## src/rtl/hdmi_island_pkg.sv

```systemverilog
// Shared constants, state type and BCH(64,56)/(32,24) step function for the HDMI data-island path.
package hdmi_island_pkg;

  localparam int SLOT_CLOCKS           = 32;
  localparam int SUBPACKET_DATA_CLOCKS = 28;
  localparam int HEADER_DATA_BITS      = 24;
  localparam int ECC_BITS              = 8;

  localparam logic [HEADER_DATA_BITS-1:0] NULL_HEADER_DEFAULT = 24'h000000;

  typedef enum logic {
    IDLE,
    SEND
  } seqState_e;

  // One message bit into the LSbit-first BCH remainder (G(x) = 1 + x^6 + x^7 + x^8).
  function automatic logic [ECC_BITS-1:0] bchStep(input logic [ECC_BITS-1:0] ecc,
                                                  input logic                dataBit);
    logic feedback;
    feedback = ecc[0] ^ dataBit;
    return (ecc >> 1) ^ (feedback ? 8'h83 : 8'h00);
  endfunction

endpackage

```

## src/rtl/BchEccDualBitEncoder.sv

```systemverilog
// Subpacket parity generator: absorbs two bits per clock (even then odd), then shifts parity out two bits a clock.
module BchEccDualBitEncoder
  import hdmi_island_pkg::*;
(
  input  logic                clock_i,
  input  logic                resetN_i,
  input  logic                isFirstDataClock_i,
  input  logic [1:0]          data_i,
  input  logic [ECC_BITS-1:0] syndrome_i,
  output logic [1:0]          ecc_o
);

  logic [ECC_BITS-1:0] ecc_q, ecc_d;
  logic [4:0]          count_q, count_d;

  always_comb begin
    ecc_d   = ecc_q;
    count_d = count_q;
    if (isFirstDataClock_i) begin
      ecc_d   = bchStep(bchStep(syndrome_i, data_i[0]), data_i[1]);
      count_d = 5'd1;
    end else if (count_q < 5'(SUBPACKET_DATA_CLOCKS)) begin
      ecc_d   = bchStep(bchStep(ecc_q, data_i[0]), data_i[1]);
      count_d = count_q + 5'd1;
    end else begin
      ecc_d   = ecc_q >> 2;
    end
  end

  always_ff @(posedge clock_i or negedge resetN_i) begin
    if (!resetN_i) begin
      ecc_q   <= '0;
      count_q <= '0;
    end else begin
      ecc_q   <= ecc_d;
      count_q <= count_d;
    end
  end

  assign ecc_o = ecc_q[1:0];

endmodule

```

## src/rtl/bch_ecc_header_encoder.sv

```systemverilog
// Header parity generator: absorbs one header bit per clock, then shifts its parity byte out LSbit first.
module bch_ecc_header_encoder
  import hdmi_island_pkg::*;
(
  input  logic                clock_i,
  input  logic                resetN_i,
  input  logic                isFirstDataClock_i,
  input  logic                data_i,
  input  logic [ECC_BITS-1:0] syndrome_i,
  output logic                ecc_o
);

  logic [ECC_BITS-1:0] ecc_q, ecc_d;
  logic [4:0]          count_q, count_d;

  // After HEADER_DATA_BITS absorbed bits the remainder is frozen and only shifted out.
  always_comb begin
    ecc_d   = ecc_q;
    count_d = count_q;
    if (isFirstDataClock_i) begin
      ecc_d   = bchStep(syndrome_i, data_i);
      count_d = 5'd1;
    end else if (count_q < 5'(HEADER_DATA_BITS)) begin
      ecc_d   = bchStep(ecc_q, data_i);
      count_d = count_q + 5'd1;
    end else begin
      ecc_d   = ecc_q >> 1;
    end
  end

  always_ff @(posedge clock_i or negedge resetN_i) begin
    if (!resetN_i) begin
      ecc_q   <= '0;
      count_q <= '0;
    end else begin
      ecc_q   <= ecc_d;
      count_q <= count_d;
    end
  end

  assign ecc_o = ecc_q[0];

endmodule

```

## src/rtl/data_island_packet_sequencer.sv

```systemverilog
// Captures one data-island packet per slot and serialises header, subpackets and their BCH parity
// onto the TERC4 bit lanes over 32 pixel clocks.
module data_island_packet_sequencer
  import hdmi_island_pkg::*;
#(
  parameter bit          SEND_NULL   = 1'b1,
  parameter logic [23:0] NULL_HEADER = NULL_HEADER_DEFAULT
) (
  input  logic         clock,
  input  logic         resetN,
  input  logic         slotStart,
  input  logic         packetValid,
  output logic         packetReady,
  input  logic [23:0]  header,
  input  logic [223:0] subpackets,
  output logic         outValid,
  output logic         isFirstPacketClock,
  output logic         ch0Bit,
  output logic [3:0]   ch1Nibble,
  output logic [3:0]   ch2Nibble,
  output logic         overrun
);

  seqState_e      state_q, state_d;
  logic [4:0]     count_q, count_d;
  logic [23:0]    hdr_q, hdr_d;
  logic [223:0]   sub_q, sub_d;
  logic           overrun_q, overrun_d;
  logic           valid_q, valid_d;
  logic           first_q, first_d;
  logic           ch0_q, ch0_d;
  logic [3:0]     ch1_q, ch1_d;
  logic [3:0]     ch2_q, ch2_d;

  logic           lastClock, canStart, startSlot;
  logic           encFirst, hdrBit, hdrEcc;
  logic [3:0][1:0] subData;
  logic [3:0][1:0] subEcc;

  assign lastClock   = (state_q == SEND) && (count_q == 5'(SLOT_CLOCKS - 1));
  assign canStart    = (state_q == IDLE) || lastClock;
  assign startSlot   = slotStart && canStart && (packetValid || SEND_NULL);
  assign packetReady = resetN && slotStart && packetValid && canStart;

  // Encoder feeds: payload bits while data remains, zero fill while parity drains.
  always_comb begin
    encFirst = (state_q == SEND) && (count_q == 5'd0);
    hdrBit   = 1'b0;
    subData  = '0;
    if (state_q == SEND && count_q < 5'(HEADER_DATA_BITS)) begin
      hdrBit = hdr_q[count_q];
    end
    if (state_q == SEND && count_q < 5'(SUBPACKET_DATA_CLOCKS)) begin
      for (int k = 0; k < 4; k++) begin
        subData[k] = sub_q[56*k + 2*int'(count_q) +: 2];
      end
    end
  end

  bch_ecc_header_encoder uHdrEnc (
    .clock_i            (clock),
    .resetN_i           (resetN),
    .isFirstDataClock_i (encFirst),
    .data_i             (hdrBit),
    .syndrome_i         ({ECC_BITS{1'b0}}),
    .ecc_o              (hdrEcc)
  );

  for (genvar k = 0; k < 4; k++) begin : gSubEnc
    BchEccDualBitEncoder uSubEnc (
      .clock_i            (clock),
      .resetN_i           (resetN),
      .isFirstDataClock_i (encFirst),
      .data_i             (subData[k]),
      .syndrome_i         ({ECC_BITS{1'b0}}),
      .ecc_o              (subEcc[k])
    );
  end

  // A start on the last slot clock chains straight into slot clock 0 of the next packet.
  always_comb begin
    state_d   = state_q;
    count_d   = count_q;
    hdr_d     = hdr_q;
    sub_d     = sub_q;
    overrun_d = overrun_q | (slotStart && (state_q == SEND) && !lastClock);
    if (state_q == SEND) begin
      count_d = count_q + 5'd1;
    end
    if (lastClock) begin
      state_d = IDLE;
    end
    if (startSlot) begin
      state_d = SEND;
      count_d = 5'd0;
      hdr_d   = packetValid ? header : NULL_HEADER;
      sub_d   = packetValid ? subpackets : '0;
    end
  end

  always_comb begin
    valid_d = 1'b0;
    first_d = 1'b0;
    ch0_d   = 1'b0;
    ch1_d   = '0;
    ch2_d   = '0;
    if (state_q == SEND) begin
      valid_d = 1'b1;
      first_d = encFirst;
      ch0_d   = (count_q < 5'(HEADER_DATA_BITS)) ? hdrBit : hdrEcc;
      for (int k = 0; k < 4; k++) begin
        ch1_d[k] = (count_q < 5'(SUBPACKET_DATA_CLOCKS)) ? subData[k][0] : subEcc[k][0];
        ch2_d[k] = (count_q < 5'(SUBPACKET_DATA_CLOCKS)) ? subData[k][1] : subEcc[k][1];
      end
    end
  end

  always_ff @(posedge clock or negedge resetN) begin
    if (!resetN) begin
      state_q   <= IDLE;
      count_q   <= '0;
      hdr_q     <= '0;
      sub_q     <= '0;
      overrun_q <= 1'b0;
      valid_q   <= 1'b0;
      first_q   <= 1'b0;
      ch0_q     <= 1'b0;
      ch1_q     <= '0;
      ch2_q     <= '0;
    end else begin
      state_q   <= state_d;
      count_q   <= count_d;
      hdr_q     <= hdr_d;
      sub_q     <= sub_d;
      overrun_q <= overrun_d;
      valid_q   <= valid_d;
      first_q   <= first_d;
      ch0_q     <= ch0_d;
      ch1_q     <= ch1_d;
      ch2_q     <= ch2_d;
    end
  end

  assign outValid           = valid_q;
  assign isFirstPacketClock = first_q;
  assign ch0Bit             = ch0_q;
  assign ch1Nibble          = ch1_q;
  assign ch2Nibble          = ch2_q;
  assign overrun            = overrun_q;

endmodule

```

## config.mk

```make
export PLATFORM = sky130hd
export DESIGN_NAME = data_island_packet_sequencer
export DESIGN_NICKNAME = d
export VERILOG_FILES = /design/src/rtl/hdmi_island_pkg.sv /design/src/rtl/BchEccDualBitEncoder.sv /design/src/rtl/bch_ecc_header_encoder.sv /design/src/rtl/data_island_packet_sequencer.sv
export SDC_FILE = /design/constraint.sdc
export NUM_CORES = 1
export LEC_CHECK = 0
export CORE_MARGIN = 10
export CORE_UTILIZATION = 45
export CTS_CLUSTER_DIAMETER = 30
export DETAILED_ROUTE_END_ITERATION = 10
export HOLD_SLACK_MARGIN = 0.15
export PLACE_DENSITY = 0.72
export SLEW_MARGIN = 20
export SYNTH_ARGS = -nofsm -noshare
export SYNTH_HDL_FRONTEND = slang
export SYNTH_HIERARCHICAL = 1
export SYNTH_SLANG_ARGS = --single-unit
```

## constraint.sdc

```tcl
create_clock -name clock -period 3.7 [get_ports clock]
set_input_delay 0.555 -clock clock [delete_from_list [all_inputs] [get_ports clock]]
set_output_delay 0.555 -clock clock [all_outputs]
set_load 0.05 [all_outputs]
```

==> run_results.csv <==
group,metric,value,unit
synth,synth-seq-cells,331,
finish,final_common_cell,"nand2_1",
die,io_pins,265,
place,dp_hpwl,32750,um
global_routing,track_usage,21.65,%
sta,worst_pin_slew,1.103,ns
routing,wl,46250,um
die,die_area,42520,um2
sta,worst_clock_skew,0.02149,ns
synth,synth_warnings,6,
critical_path,reg2reg_from,"count_q[0]",
min_path,hold_class,"in2reg",
place,dpl.cell_count,2256,
cts,post_cts_buffers,0,
sta,max-slew-margin-rel,25.93,%
synth,synth_compound_area_share,4.090,%
cts,clock_path_buffers,3,
global_routing,grt_pass1_vias,13360,
routing,via_per_inst,5.393,
cts,clk_pin_slew,0.05,ns
finish,final_cell_count_no_fill,2378,
place,postPlaceCellArea,18770,um2
routing,drtPass1Iterations,10,
synth,yosysUniqueCellTypes,44,
cts,clock_sinks,331,
global_routing,overflow,0,
cts,clock_latency,0.56,ns
sta,timing.final.crit_share,91.29,%
sta,fin_crit,3.378,ns
global_routing,grt_max_degree,135,
sta,hold_viol_final,0,
finish,drive_gt1_share,12.44,%
finish,syn_to_final_growth,35.29,%
critical_path,endpoint_kind,"output pin",
critical_path,crit_fanout,27,
synth,yosys.area_share.simple,23.66,%
global_routing,grt_pass1_wl,72260,um
synth,synth_top_family_by_area,"simple AND/OR/NAND/NOR gates",
place,io_buffers,264,
status,status,"completed",
synth,syn_area,15600,um2
job,drv_cap,0,
global_routing,grt_antenna_before_repair,2,
finish,nets,2130,
synth,synth_area_per_cell,9.806,um2
cts,cts-buffers-inserted,66,
routing,wl_per_cell,19.45,um
synth,synth.area.mux_share,11.52,%
synth,synth_fa_ha_area_share,0.6416,%
die,initial_utilization,45.39,%
critical_path,startpoint,"count_q[0]",
routing,first_iter_violations,1027,
synth,synth_edf_count,0,
finish,design_area,21110,um2
cts,cts_resized,0,
cts,clock-root-buffer,"clkbuf_16",
die,core_area,34370,um2
sta,finalSetupTns,0,ns
min_path,min-delay-start,"packetValid",
sta,max_clock_freq,296.1,MHz
power,p_leak,10.21,nW
critical_path,cp.required,3.14,ns
critical_path,rr_worst_depth,9,
die,die_y,206.2,um
synth,synth-main-ff-cell,"dfrtp_1",
routing,antenna_left,0,
die,die_x,206.2,um
cts,holdBufCountCts,1,
sta,drv_slew,0,
power,ir_drop,0.4296,mV
cts,htree_levels,3,
place,routabilityCongestion,0.8808,
sta,setup_viol,0,
sta,rsz0062_at_grt,"false",
finish,most-common-layout-cells,"nand2_1, dfrtp_1, nand3_1, clkdlybuf4s50_1, clkbuf_16",
min_path,worstHoldPathCells,3,
cts,cts_tree,"yes",
die,std_cell_rows,68,
routing,drc,0,
synth,synth_xor_area_share,2.967,%
critical_path,cp-start-kind,"flop",
synth,yosysSeqAreaShare,53.09,%
synth,synth_cells,1591,
critical_path,critical_path_class,"reg2out",
power,powerDensity,909.8,nW/um2
routing,vias,12824,
critical_path,arrival,2.82,ns
synth,synthArstFlopShare,100.0,%
==> layer usage <==
metal / vias to the layer above / track usage (%) / wire length (um)
li1: 5938 / - / -
met1: 6285 / 26.49 / 18420
met2: 495 / 34.87 / 22390
met3: 106 / 6.708 / 3797
met4: 0 / 9.174 / 1635
met5: - / 0 / 0
==> kinds of logic after synthesis <==
logic type      after synthesis
fa+ha+maj                     8
other cells                   1
mux                         105
xor+xnor                     52
buf+inv                     138
flops                       331
compound gates               92
simple gates                864
==> critical path, cell delays in order (launching register included) <==
cell,delay (ns)
dfrtp_4,0.77
ha_1,0.25
and3_1,0.16
ha_1,0.15
nand2b_1,0.25
and2_4,0.22
and3_1,0.30
buf_12,0.18
==> final timing paths <==
path | endpoint | slack (ns)
max | packetReady | 0.32
min | sub_q[86] | 0.44
max reg2reg | gSubEnc[2].uSubEnc/ecc_q[1] | 0.55
min reg2reg | sub_q[187] | 0.46
max in group asynchronous | count_q[0] | 1.71
min in group asynchronous | sub_q[186] | 0.55
==> flip-flops by register name, summed over array words and instances (netlist names), 4 cells and up <==
signal,count
uHdrEnc/ecc_q,8
ch1Nibble,4
count_q,5
gSubEnc.uSubEnc/ecc_q,32
uHdrEnc/count_q,5
sub_q,224
gSubEnc.uSubEnc/count_q,20
hdr_q,24
ch2Nibble,4
==> power by group <==
| group | internal (mW) | switching (mW) |
|---|---|---|
| Clock | 4.14 | 2.01 |
| Sequential | 5.38 | 1.34 |
| Combinational | 3.02 | 3.32 |
==> metrics by stage <==
step           worst slack [ns]  power (mW)  util, %  hold slack (ns)
2_1_floorplan            0.8035       11.00        -           0.2594
3_3_place_gp             0.6267       12.65    54.60           0.4451
3_5_place_dp             0.5265       12.98    54.60           0.4501
4_1_cts                  0.3000       19.26    61.39           0.4215
5_1_grt                  0.1296       20.34    61.39           0.4426
6_report                 0.3222       19.20    61.40           0.4367
==> area by class of cell <==
cell class              count  area (um2)
fillers                  2765       13270
flip-flops and latches    331        8290
multi-input cells        1161        6858
repair buffers            294        2999
clock buffers              77        1763
well taps                 455       569.3
clock inverters            42       561.8
inverters                  16       60.06
diodes                      2       5.005
==> cells in the mapped netlist, types with 6 or more instances <==
| cell type | instances | area share [%] |
|---|---|---|
| nand2_1 | 533 | 13 |
| dfrtp_1 | 331 | 53 |
| nand3_1 | 261 | 8.4 |
| clkbuf_1 | 75 | 1.8 |
| mux4_2 | 57 | 8.2 |
| xnor2_1 | 36 | 2.0 |
| nor2_1 | 31 | 0.75 |
| mux2_2 | 27 | 1.9 |
| a22oi_1 | 26 | 1.3 |
| buf_2 | 22 | 0.71 |
| mux2i_1 | 21 | 1.3 |
| a31oi_1 | 19 | 0.76 |
| inv_1 | 15 | 0.36 |
| xor2_1 | 15 | 0.84 |
| a21oi_1 | 12 | 0.38 |
| buf_4 | 11 | 0.53 |
| buf_1 | 9 | 0.22 |
| ha_1 | 8 | 0.64 |
| nor3b_1 | 8 | 0.38 |
| nor3_1 | 7 | 0.22 |
| o21ai_0 | 7 | 0.22 |
| a211o_1 | 6 | 0.34 |
| o221ai_1 | 6 | 0.34 |
No activity file was read; power rests on OpenSTA's default activity.
